<file path="src/rtl/csr_pkg.sv">
// Shared encodings for the CSR unit's available/busy/fault handshake:
// op codes, trap causes and the sequencer / handshake state enums.
package csr_pkg;

    localparam logic [2:0] CSR_OP_EXC  = 3'b000;
    localparam logic [2:0] CSR_OP_MRET = 3'b001;
    localparam logic [2:0] CSR_OP_RW   = 3'b101;
    localparam logic [2:0] CSR_OP_RS   = 3'b110;
    localparam logic [2:0] CSR_OP_RC   = 3'b111;

    // bit4 flags an interrupt, bits 3:0 carry the cause code
    localparam logic [11:0] CSR_CAUSE_EXT_INT = 12'h01B;
    localparam logic [11:0] CSR_CAUSE_SW_INT  = 12'h013;
    localparam logic [11:0] CSR_CAUSE_ILLEGAL = 12'h002;

    typedef enum logic [1:0] {
        SEQ_IDLE,
        SEQ_ACTIVE,
        SEQ_RESP,
        SEQ_HALT
    } seq_state_t;

    typedef enum logic [1:0] {
        HS_IDLE,
        HS_ISSUE,
        HS_WAIT,
        HS_RELEASE
    } hs_state_t;

    function automatic logic is_csr_access(input logic [2:0] op);
        return (op == CSR_OP_RW) || (op == CSR_OP_RS) || (op == CSR_OP_RC);
    endfunction

    function automatic logic is_redirect_op(input logic [2:0] op);
        return (op == CSR_OP_EXC) || (op == CSR_OP_MRET);
    endfunction

endpackage

</file>
<file path="src/rtl/csr_handshake.sv">
// Initiator FSM for the CSR unit handshake: ISSUE -> WAIT -> RELEASE, done pulses on the last RELEASE cycle.
// Optional watchdog under CSR_SEQ_TIMEOUT_EN; a start during done chains straight back into ISSUE.
module csr_handshake
    import csr_pkg::*;
#(
    parameter int TIMEOUT_CYCLES = 16
) (
    input  logic        clk,
    input  logic        reset_n,
    input  logic        start,
    output logic        available,
    output logic        done,
    output logic        timeout,
    output logic [31:0] read_value,
    output logic        fault,
    input  logic        csr_busy,
    input  logic [31:0] csr_read_value,
    input  logic        csr_fault
);

    hs_state_t state;
    hs_state_t state_next;
    logic      release_armed;

`ifdef CSR_SEQ_TIMEOUT_EN
    logic [15:0] wd_cnt;

    assign timeout = (state != HS_IDLE) && (wd_cnt == 16'(TIMEOUT_CYCLES - 1));

    // Each state gets its own budget: the count restarts on every state entry.
    always_ff @(posedge clk or negedge reset_n) begin
        if (!reset_n) begin
            wd_cnt <= 16'd0;
        end else if ((state_next != state) || (state == HS_IDLE)) begin
            wd_cnt <= 16'd0;
        end else begin
            wd_cnt <= wd_cnt + 16'd1;
        end
    end
`else
    logic [15:0] timeout_limit_unused;

    assign timeout_limit_unused = 16'(TIMEOUT_CYCLES);
    assign timeout              = 1'b0;
`endif

    assign available = (state == HS_ISSUE) || (state == HS_WAIT);

    always_comb begin
        state_next = state;
        done       = 1'b0;
        case (state)
            HS_IDLE: begin
                if (start) state_next = HS_ISSUE;
            end
            HS_ISSUE: begin
                if (csr_busy) state_next = HS_WAIT;
            end
            HS_WAIT: begin
                if (!csr_busy) state_next = HS_RELEASE;
            end
            HS_RELEASE: begin
                // The unit's DONE pulse lands after our first RELEASE cycle
                if (release_armed && !csr_busy) begin
                    done       = 1'b1;
                    state_next = start ? HS_ISSUE : HS_IDLE;
                end
            end
            default: state_next = HS_IDLE;
        endcase
        if (timeout) begin
            state_next = HS_IDLE;
            done       = 1'b0;
        end
    end

    always_ff @(posedge clk or negedge reset_n) begin
        if (!reset_n) begin
            state         <= HS_IDLE;
            release_armed <= 1'b0;
            read_value    <= 32'd0;
            fault         <= 1'b0;
        end else begin
            state         <= state_next;
            release_armed <= (state == HS_RELEASE) && (state_next == HS_RELEASE);
            if ((state == HS_WAIT) && !csr_busy) begin
                read_value <= csr_read_value;
                fault      <= csr_fault;
            end
        end
    end

endmodule

</file>
<file path="src/rtl/csr_sequencer.sv">
// CSR sequencer: takes decode requests / interrupts, drives the CSR unit, returns a 1-cycle response (>=6 cycles).
// req_ready only in IDLE and never while an interrupt is taken; optional watchdog under CSR_SEQ_TIMEOUT_EN.
module csr_sequencer
    import csr_pkg::*;
#(
    parameter logic [11:0] EXT_INT_CAUSE  = CSR_CAUSE_EXT_INT,
    parameter logic [11:0] SW_INT_CAUSE   = CSR_CAUSE_SW_INT,
    parameter logic [11:0] ILLEGAL_CAUSE  = CSR_CAUSE_ILLEGAL,
    parameter int          TIMEOUT_CYCLES = 16
) (
    input  logic        clk,
    input  logic        reset_n,
    input  logic        req_valid,
    output logic        req_ready,
    input  logic [2:0]  req_op,
    input  logic [11:0] req_addr_cause,
    input  logic [31:0] req_wdata,
    input  logic [31:0] req_pc,
    input  logic        int_window,
    input  logic [31:0] int_pc,
    input  logic        ext_int_pending,
    input  logic        sw_int_pending,
    output logic        csr_available,
    output logic [2:0]  csr_op,
    output logic [11:0] csr_addr_exception,
    output logic [31:0] csr_write_value,
    input  logic [31:0] csr_read_value,
    input  logic        csr_busy,
    input  logic        csr_fault,
    output logic        rsp_valid,
    output logic        rsp_rd_write,
    output logic [31:0] rsp_rd_value,
    output logic        rsp_redirect,
    output logic [31:0] rsp_next_pc,
    output logic        rsp_trap,
    output logic        double_fault
);

    seq_state_t  state;
    seq_state_t  state_next;
    logic        int_take;
    logic        accept;
    logic        retry;
    logic        finish;
    logic        halt_now;
    logic        hs_start;
    logic        hs_done;
    logic        hs_timeout;
    logic        hs_fault;
    logic [31:0] hs_read_value;
    logic [31:0] pc_q;
    logic        trap_q;

    csr_handshake #(
        .TIMEOUT_CYCLES (TIMEOUT_CYCLES)
    ) u_handshake (
        .clk            (clk),
        .reset_n        (reset_n),
        .start          (hs_start),
        .available      (csr_available),
        .done           (hs_done),
        .timeout        (hs_timeout),
        .read_value     (hs_read_value),
        .fault          (hs_fault),
        .csr_busy       (csr_busy),
        .csr_read_value (csr_read_value),
        .csr_fault      (csr_fault)
    );

    always_comb begin
        int_take   = (state == SEQ_IDLE) && int_window && (ext_int_pending || sw_int_pending);
        req_ready  = (state == SEQ_IDLE) && !int_take;
        accept     = req_valid && req_ready;
        // A faulting access becomes an illegal-instruction trap; a fault on any exception is fatal
        retry      = hs_done && hs_fault && !trap_q && (csr_op != CSR_OP_EXC);
        halt_now   = hs_timeout || (hs_done && hs_fault && !retry);
        finish     = hs_done && !hs_fault;
        hs_start   = accept || int_take || retry;
        rsp_valid  = (state == SEQ_RESP);
        state_next = state;
        case (state)
            SEQ_IDLE: begin
                if (accept || int_take) state_next = SEQ_ACTIVE;
            end
            SEQ_ACTIVE: begin
                if (halt_now)    state_next = SEQ_HALT;
                else if (finish) state_next = SEQ_RESP;
            end
            SEQ_RESP: state_next = SEQ_IDLE;
            SEQ_HALT: state_next = SEQ_HALT;
            default:  state_next = SEQ_IDLE;
        endcase
    end

    always_ff @(posedge clk or negedge reset_n) begin
        if (!reset_n) begin
            state              <= SEQ_IDLE;
            csr_op             <= CSR_OP_EXC;
            csr_addr_exception <= 12'd0;
            csr_write_value    <= 32'd0;
            pc_q               <= 32'd0;
            trap_q             <= 1'b0;
            double_fault       <= 1'b0;
            rsp_rd_write       <= 1'b0;
            rsp_rd_value       <= 32'd0;
            rsp_redirect       <= 1'b0;
            rsp_next_pc        <= 32'd0;
            rsp_trap           <= 1'b0;
        end else begin
            state <= state_next;
            if (int_take) begin
                csr_op             <= CSR_OP_EXC;
                csr_addr_exception <= ext_int_pending ? EXT_INT_CAUSE : SW_INT_CAUSE;
                csr_write_value    <= int_pc;
                trap_q             <= 1'b0;
            end else if (accept) begin
                csr_op             <= req_op;
                csr_addr_exception <= req_addr_cause;
                csr_write_value    <= (req_op == CSR_OP_EXC) ? req_pc : req_wdata;
                pc_q               <= req_pc;
                trap_q             <= 1'b0;
            end else if (retry) begin
                csr_op             <= CSR_OP_EXC;
                csr_addr_exception <= ILLEGAL_CAUSE;
                csr_write_value    <= pc_q;
                trap_q             <= 1'b1;
            end
            if (halt_now) begin
                double_fault <= 1'b1;
            end
            if ((state == SEQ_ACTIVE) && finish) begin
                rsp_rd_write <= !trap_q && is_csr_access(csr_op);
                rsp_rd_value <= hs_read_value;
                rsp_redirect <= trap_q || is_redirect_op(csr_op);
                rsp_next_pc  <= hs_read_value;
                rsp_trap     <= trap_q;
            end
        end
    end

endmodule

</file>
<file path="config.mk">
export PLATFORM = sky130hd
export DESIGN_NAME = csr_sequencer
export DESIGN_NICKNAME = d
export VERILOG_FILES = /design/src/rtl/csr_pkg.sv /design/src/rtl/csr_handshake.sv /design/src/rtl/csr_sequencer.sv
export SDC_FILE = /design/constraint.sdc
export NUM_CORES = 1
export LEC_CHECK = 0
export CAP_MARGIN = 10
export CORE_ASPECT_RATIO = 2
export CORE_MARGIN = 4
export CORE_UTILIZATION = 37
export DETAILED_ROUTE_END_ITERATION = 16
export HOLD_SLACK_MARGIN = 0.15
export PLACE_DENSITY = 0.66
export SLEW_MARGIN = 20
export SYNTH_ARGS = -nofsm -noshare
export SYNTH_HDL_FRONTEND = slang
export SYNTH_HIERARCHICAL = 1
export SYNTH_SLANG_ARGS = --single-unit
</file>
<file path="constraint.sdc">
create_clock -name clk -period 6.38 [get_ports clk]
set_clock_uncertainty 0.05 [all_clocks]
set_input_delay 1.276 -clock clk [delete_from_list [all_inputs] [get_ports clk]]
set_output_delay 1.276 -clock clk [all_outputs]
set_load 0.01 [all_outputs]
</file>
# Word-level counts from Yosys, hierarchy flattened
# Cells that the tools add are included.
# Widths: inputs -> output; s select.
dict set report totals {
  regBits 154
  elab_cells 90
}
dict set report op_classes {
  eq_ne 13
  n_mux 26
  bitwise_logic 1
  n_reduce_logical 35
}
# operator n
set ops {}
lappend ops {{$mux 32} 4}
lappend ops {{$mux 12} 3}
lappend ops {{$pmux 2 s4} 2}
lappend ops {{$logic_and 1x1->1} 14}
lappend ops {{$mux 2} 7}
lappend ops {{$eq 2x2->1 const B} 5}
lappend ops {{$eq 3x3->1 const B} 3}
lappend ops {{$mux 3} 3}
lappend ops {{$logic_or 1x1->1} 8}
lappend ops {{$logic_not 3->1} 2}
lappend ops {{$mux 1} 6}
lappend ops {{$reduce_bool 3->1} 2}
lappend ops {{$logic_not 1->1} 5}
lappend ops {{$eq 2x1->1 const B} 2}
lappend ops {{$logic_not 2->1} 2}
lappend ops {{$mux 4} 1}
lappend ops {{$reduce_and 2->1} 2}
lappend ops {{$eq 3x1->1 const B} 1}
lappend ops {{$ne 3x3->1 const B} 1}
lappend ops {{$ne 2x1->1 const B} 1}
lappend ops {{$not 1->1} 1}

# Longest topological paths before layout
# Gate-level depths: netlist of the first run.
dict set report logic_depth {
  depth_word 13
  mapped_depth 11
}

# By module
# Netlist of the first run, hierarchy kept.
# module instances cells_each area_each_um2
set modules_own_cells {}
lappend modules_own_cells {csr_sequencer 1 604 5764.3}
lappend modules_own_cells {csr_handshake 1 99 1491.4}

# Least setup slack after synthesis of the first run
# No wires, ideal clock.
dict set report synth_path {
  path_kind {input-to-output}
  start {input port sw_int_pending}
  end {output port req_ready}
  t_arrival_ns 2.177
  required_time_ns 5.054
  setup_slack_ns 2.877
  stages 3
  path_cell_list {o21ai_4 > clkbuf_1 > nor3b_1}
}
dict set report synth_via {
  elab_chain_cells 4
}
# element line
set synth_lines {}
lappend synth_lines {{start, declared} csr_sequencer.sv:22} ;# input logic sw_int_pending,
lappend synth_lines {{$logic_or 1x1->1} csr_sequencer.sv:71} ;# int_take = (state == SEQ_IDLE) && int_window && (ext_int_pending || sw_int_pending);
lappend synth_lines {{$logic_and 1x1->1} csr_sequencer.sv:71}
lappend synth_lines {{$logic_not 1->1} csr_sequencer.sv:72} ;# req_ready = (state == SEQ_IDLE) && !int_take;
lappend synth_lines {{$logic_and 1x1->1} csr_sequencer.sv:72}
lappend synth_lines {{end, declared} csr_sequencer.sv:14} ;# output logic req_ready,
# Every way passes these cells.

# Worst setup path in the final report of the first run
dict set report layout_path {
  start {input port ext_int_pending}
  end {output port req_ready}
}
dict set report layout_via {
  elab_chain_cells 4
}
# element line
set layout_lines {}
lappend layout_lines {{start, declared} csr_sequencer.sv:21} ;# input logic ext_int_pending,
lappend layout_lines {{$logic_or 1x1->1} csr_sequencer.sv:71}
lappend layout_lines {{$logic_and 1x1->1} csr_sequencer.sv:71}
lappend layout_lines {{$logic_not 1->1} csr_sequencer.sv:72}
lappend layout_lines {{$logic_and 1x1->1} csr_sequencer.sv:72}
# Every way passes these cells.

==> PnR_summary.wiki, run 1 <==
{| class="wikitable"
! Metric !! Value
|-
| Num CTS Buffers || 17
|-
| Clock root buffer || sky130_fd_sc_hd__clkbuf_16
|-
| Fraction of layout instances using a drive strength above 1 || 0.1317
|-
| Floorplan die height || 206.0 um
|-
| Overall Global Routing Usage || 0.1961
|-
| Max-cap violations || 0
|-
| Tightest Hold Check Type || flip-flop to flip-flop
|-
| Max rail drop VDD || 0.1712 mV
|-
| Maximum buffer depth of the clock tree || 2
|-
| Number of enable-type register cells in the synthesized netlist || 0
|-
| Worst reg-to-reg path cell count || 9
|-
| Sw Pwr || 1.176 mW
|-
| Filler cells || about 1,800
|-
| Final Hold Fails || 0
|-
| F_max || 0.2302 GHz
|-
| Slew at the pin closest to its max-slew limit || about 1100 ps
|-
| Gpl congestion || just over 0.8
|-
| Timing endpoint of the critical path || req_ready
|-
| Hold_buf cts || 0
|-
| Count of distinct cell types in the synthesized netlist || 43
|-
| Residual overflow from global routing || 0
|-
| Synthesis-stage register bit count || 154
|-
| Total clock sinks || between 150 and 200
|-
| Post-CTS setup buffers || 0
|-
| Async set-or-reset flop fraction in the synthesized netlist || 1.000
|-
| Dominant cell by count in the synthesized netlist || sky130_fd_sc_hd__nand2_1
|-
| Number of nets with antenna violations after routing || 0
|-
| Post-CTS sizing || 0
|-
| Slew margin rel. || 0.2944
|-
| CTS tree || done
|-
| Placed Area || 9833 sq um
|-
| Via density per instance || 5.070
|-
| Placement row count || 72
|-
| CP endpoint kind || output pin
|-
| Power share of the clock group || 0.247
|-
| Number of nets produced by synthesis || 858
|-
| Non-filler instance count after layout || 1,189
|-
| Final instance area || approximately 10,000 sq um
|-
| Main flop type after synthesis || sky130_fd_sc_hd__dfrtp_1
|-
| Drt pass-1 iters || 4
|-
| Final design utilization || 0.5386
|-
| Initial standard-cell utilization of the core || 0.3764
|-
| FF-to-FF setup slack || 2880 ps
|-
| Synth top cells by count || sky130_fd_sc_hd__nand2_1 (196), sky130_fd_sc_hd__dfrtp_1 (154), sky130_fd_sc_hd__mux2_2 (66)
|-
| Relative contribution of sequential cells to total power || 0.410
|-
| DRC marker count from the first detailed-route iteration || approximately 290
|-
| Sum of routed wire length over all layers || 21.59 mm
|-
| Syn Inst Count || 703
|-
| Yosys top cell area share || 0.5311
|-
| Total chip power || 3.790 mW
|-
| Worst R2R End || u_handshake/release_armed
|-
| Leakage power total || 4.375 nW
|-
| Global-route track usage on met2 || 0.3564
|-
| RSZ-0062 raised after global routing || no
|-
| I/O pin total || 269
|-
| Met1 layer usage reported by global route || 0.2112
|-
| Net total in the final layout || 1,069
|-
| DP HPWL || 15.24 mm
|-
| Switching Fraction || 0.3102
|-
| Clock period minus worst slack || 4344 ps
|-
| Number of endpoints failing setup at the final stage || 0
|-
| Sort of element at the start of the critical path || input pin
|-
| Number of slew-limit violations in the final report || 0
|-
| Startpoint of the worst-slack reg-to-reg timing path || u_handshake/state[0]
|-
| Pin count of the biggest net entering global routing || 103
|-
| Area leader, netlist || sky130_fd_sc_hd__dfrtp_1
|-
| Power per standard cell area || 365.0 nW/um^2
|-
| Critical Setup Path Class || input pin to output pin
|-
| Full die area || 22,050 sq um
|-
| Layout overhead on the synthesized area || 43.11%
|-
| Post-synthesis instance area || ~7300 sq um
|-
| Post-synthesis sequential area ratio || 0.5311
|-
| H-tree depth || 4
|-
| Internal power of the cells || approximately 2.6 mW
|-
| Post-route fraction of the period consumed by the critical path || 0.6808
|-
| Accumulated negative setup slack || 0 ps
|-
| Met3 capacity usage during global routing || 0.03532
|-
| Placed Instances || 1,154
|-
| Maximum fanout encountered on the critical timing path || 13
|-
| WL/cell || 18.15 um
|-
| Via count || 6,028
|-
| Count of unresolved DRC violations after routing || 0
|-
| Crit. Startpoint || ext_int_pending
|-
| Yosys warning total || 6
|-
| Clock slew at reported path FFs || 60 ps
|-
| Clk_lat worst skew || 430 ps
|-
| Combinational Power Share || 0.343
|-
| Chip width || 107.0 um
|-
| Vias in the first global route || 6,206
|-
| Arrival time at the worst endpoint || around 3000 ps
|-
| Most congested layer reported by global routing || met2
|-
| Core area || 19,280 sq um
|-
| Wire length of the first global-routing pass || roughly 33 mm
|-
| Leading cell types by total area after synthesis || sky130_fd_sc_hd__dfrtp_1 (53%), sky130_fd_sc_hd__mux2_2 (10%), sky130_fd_sc_hd__nand2_1 (10%)
|-
| Mean instance size in the synthesized netlist || 10.32 sq um
|-
| CP required || 5050 ps
|-
| Run status || finished, final reports clean
|-
| Initial antenna violation count || 2
|-
| Number of buffers inserted by port buffering || 268
|}
-- cells in the final DEF (no fill, tap or decap), types with 9 or more instances in the layout --
master,instances
sky130_fd_sc_hd__a21oi_1,36
sky130_fd_sc_hd__a22o_1,11
sky130_fd_sc_hd__a311o_1,32
sky130_fd_sc_hd__a31oi_1,32
sky130_fd_sc_hd__buf_4,10
sky130_fd_sc_hd__clkbuf_16,17
sky130_fd_sc_hd__clkdlybuf4s50_1,267
sky130_fd_sc_hd__dfrtp_1,154
sky130_fd_sc_hd__mux2_2,66
sky130_fd_sc_hd__nand2_1,196
sky130_fd_sc_hd__nor2_1,9
sky130_fd_sc_hd__nor3_1,33
-- power by group through the flow --
| stage | sequential (mW) | clock (mW) | combinational, mW |
|---|---|---|---|
| finish | 1.55 | 0.938 | 1.30 |
| global route | 1.60 | 1.00 | 1.42 |
| CTS | 1.56 | 0.963 | 1.32 |
| detailed placement | 1.57 | 0 | 1.32 |
| global placement | 1.56 | 0 | 1.30 |
| floorplan | 1.59 | 0 | 0.631 |
-- metal layers --
metal  vias to the layer above  routed length, um  part of all wire
met4                         0                938             0.043
li1                       2837                  -                 -
met5                         -                  0                 0
met1                      2936               7869              0.36
met2                       208              11780              0.55
met3                        47                993             0.046
-- how the worst min path moves through the flow --
stage	end	slack, ps	start	cells after the start
floorplan	pc_q[0]	400	pc_q[0]	2
global placement	pc_q[28]	410	pc_q[28]	2
detailed placement	pc_q[28]	410	pc_q[28]	2
CTS	pc_q[28]	430	pc_q[28]	2
global route	pc_q[28]	440	pc_q[28]	2
finish	pc_q[28]	420	pc_q[28]	2
-- layout make-up --
cell class	instances	area (sq um)	share of cell area
antenna	4	10.01	0.0009640
clock buffer	17	425.4	0.04097
clock inverter	14	115.1	0.01109
inverter	6	22.52	0.002169
multi-input combinational	457	2874	0.2768
sequential	154	3854	0.3711
tap	259	324.1	0.03121
timing repair buffer	278	2759	0.2657
-- through the flow --
step / setup WS, ps / hold slack [ps]
5_1_grt: 1807 / 442.0
4_1_cts: 1982 / 428.5
3_5_place_dp: 1579 / 412.7
2_1_floorplan: 2877 / 396.5
3_3_place_gp: 1697 / 408.1
6_report: 2037 / 422.9
-- registers in the layout (all words and copies together), names as in the netlist, 2 cells and up --
| register | count |
|---|---|
| state | 2 |
| csr_addr_exception | 12 |
| pc_q | 32 |
| csr_op | 3 |
| u_handshake/state | 2 |
| csr_write_value | 32 |
| rsp_next_pc | 32 |
| u_handshake/read_value | 32 |
-- cells by family after synthesis --
family	Yosys count	share of synthesized area
mux	68	0.1059
flops	154	0.5311
simple gates	259	0.1511
other cells	1	0.0005168
buf+inv	92	0.07656
fa+ha+maj	4	0.006898
compound gates	125	0.1280
-- critical path, cell delays in order --
cell,delay (ps)
sky130_fd_sc_hd__clkdlybuf4s50_1,470
sky130_fd_sc_hd__o21ai_4,430
sky130_fd_sc_hd__nor3b_1,250
sky130_fd_sc_hd__clkdlybuf4s50_1,590
No activity file was read; power rests on OpenSTA's default activity.
==> inputs of run 2 (changes only) <==
Clock period 6.38 ns to 4.28 ns, I/O delays scaled along.
==> PnR_summary.wiki, run 2 (synthesis gave the netlist of run 1 again) <==
{| class="wikitable"
! Metric !! Value
|-
| Chip width || about 110 um
|-
| Clock period minus worst slack || 3313 ps
|-
| Sw Pwr || 1.743 mW
|-
| Most frequent standard cell in the layout excluding fill and tap cells || sky130_fd_sc_hd__clkdlybuf4s50_1
|-
| Residual overflow from global routing || 0
|-
| Drt pass-1 iters || 4
|-
| Tightest Hold Check Type || flip-flop to flip-flop
|-
| Final Hold Fails || 0
|-
| Layout overhead on the synthesized area || 44.51%
|-
| Maximum fanout encountered on the critical timing path || 4
|-
| I/O pin total || 269
|-
| Full die area || 22,050 sq um
|-
| H-tree depth || 4
|-
| F_max || 0.3018 GHz
|-
| Number of endpoints failing setup at the final stage || 0
|-
| Overall Global Routing Usage || 0.1959
|-
| Number of buffers inserted by port buffering || 268
|-
| M1 WL || 8.165 mm
|-
| Net total in the final layout || 1,077
|-
| Slew at the pin closest to its max-slew limit || approximately 770 ps
|-
| Gpl congestion || 0.7828
|-
| Number of slew-limit violations in the final report || 0
|-
| Relative contribution of sequential cells to total power || 0.405
|-
| Num CTS Buffers || 17
|-
| Clock slew at reported path FFs || 60 ps
|-
| Placed Instances || 1,162
|-
| Pin count of the biggest net entering global routing || 81
|-
| Routed length on met3 || 1.087 mm
|-
| Switching Fraction || 0.3045
|-
| Initial standard-cell utilization of the core || 0.3764
|-
| Count of unresolved DRC violations after routing || 0
|-
| WL/cell || 18.12 um
|-
| Minimum hold slack || roughly 420 ps
|-
| Commonest cells after routing, fill and taps aside || sky130_fd_sc_hd__clkdlybuf4s50_1 (267), sky130_fd_sc_hd__nand2_1 (196), sky130_fd_sc_hd__dfrtp_1 (154)
|-
| CP required || 3370 ps
|-
| Via count || just over 6,000
|-
| Number of nets with antenna violations after routing || 0
|-
| Total clock sinks || 154
|-
| Sort of element at the start of the critical path || input pin
|-
| Critical Setup Path Class || input pin to output pin
|-
| Via density per instance || 5.064
|-
| Run status || finished, final reports clean
|-
| Arrival time at the worst endpoint || roughly 2400 ps
|-
| Post-CTS sizing || 0
|-
| Hold_buf cts || 0
|-
| Wire length of the first global-routing pass || 33.53 mm
|-
| Top layer used by detailed routing || met4
|-
| Slew margin rel. || 0.4866
|-
| Internal power of the cells || 3.982 mW
|-
| Initial antenna violation count || 1
|-
| Post-CTS setup buffers || 0
|-
| Max-cap violations || 0
|-
| Core area || 19,280 sq um
|-
| Final design utilization || 0.5439
|-
| Power per standard cell area || 546.0 nW/um^2
|-
| Detail Route met2 WL || 11.96 mm
|-
| Vias in the first global route || 6,276
|-
| Placed Area || between 9000 and 10,000 sq um
|-
| Sum of routed wire length over all layers || 21.65 mm
|-
| Max rail drop VDD || 0.2343 mV
|-
| CTS tree || done
|-
| CP endpoint kind || output pin
|-
| Combinational Power Share || 0.338
|-
| Floorplan die height || 206.0 um
|-
| Leakage power total || 4.442 nW
|-
| Placement row count || 72
|-
| Fraction of layout instances using a drive strength above 1 || 0.1401
|-
| DRC marker count from the first detailed-route iteration || 281
|-
| Clock root buffer || sky130_fd_sc_hd__clkbuf_16
|-
| DP HPWL || 15.23 mm
|-
| Clk_lat worst skew || 420 ps
|-
| Filler cells || 1,809
|-
| Accumulated negative setup slack || 0 ps
|-
| Post-route fraction of the period consumed by the critical path || 0.7740
|-
| RSZ-0062 raised after global routing || no
|-
| Non-filler instance count after layout || 1,195
|-
| Final instance area || 10,490 sq um
|-
| Maximum buffer depth of the clock tree || 2
|-
| Power share of the clock group || 0.257
|}
-- run 2: layout make-up --
cell class / count / area [sq um] / area share
inverters: 6 / 22.52 / 0.002148
clock buffers: 18 / 439.2 / 0.04189
well taps: 259 / 324.1 / 0.03091
repair buffers: 286 / 2831 / 0.2700
diodes: 1 / 2.502 / 0.0002387
multi-input cells: 457 / 2874 / 0.2741
flip-flops and latches: 154 / 3854 / 0.3675
clock inverters: 14 / 137.6 / 0.01313
-- run 2: layer usage --
layer	up-vias	GRT usage
li1	2854	-
met1	2976	0.2165
met2	199	0.3678
met3	23	0.03845
met4	0	0.06630
met5	-	0
-- run 2: final timing paths --
| path | from | end | slack [ps] | cells past startpoint |
|---|---|---|---|---|
| max in group asynchronous | reset_n | csr_addr_exception[5] | 2840 | 2 |
| worst min-delay path | double_fault | double_fault | 420 | 2 |
| min in group asynchronous | reset_n | u_handshake/read_value[7] | 430 | 1 |
| worst min register to register | double_fault | double_fault | 420 | 2 |
| worst max register to register | u_handshake/state[0] | u_handshake/release_armed | 1780 | 12 |
| worst max-delay path | sw_int_pending | req_ready | 970 | 4 |
-- run 2: critical path, cell delays in order --
cell and delay (ps):
sky130_fd_sc_hd__clkdlybuf4s50_1 440, sky130_fd_sc_hd__o21ai_4 260, sky130_fd_sc_hd__nor3b_1 240, sky130_fd_sc_hd__clkdlybuf4s50_1 600
-- run 2: power by group through the flow --
stage	Sequential, mW	Combinational (mW)	Clock (mW)
2_1_floorplan	2.38	0.940	0
3_3_place_gp	2.33	1.93	0
3_5_place_dp	2.35	1.96	0
4_1_cts	2.33	1.97	1.52
5_1_grt	2.40	2.11	1.57
6_report	2.32	1.93	1.47
-- run 2: metrics by stage --
stage | worst slack (ps) | power (mW)
5_1_grt | 772.2 | 6.077
6_report | 967.1 | 5.725
3_5_place_dp | 879.0 | 4.310
4_1_cts | 899.4 | 5.814
2_1_floorplan | 1607 | 3.318
3_3_place_gp | 939.7 | 4.265
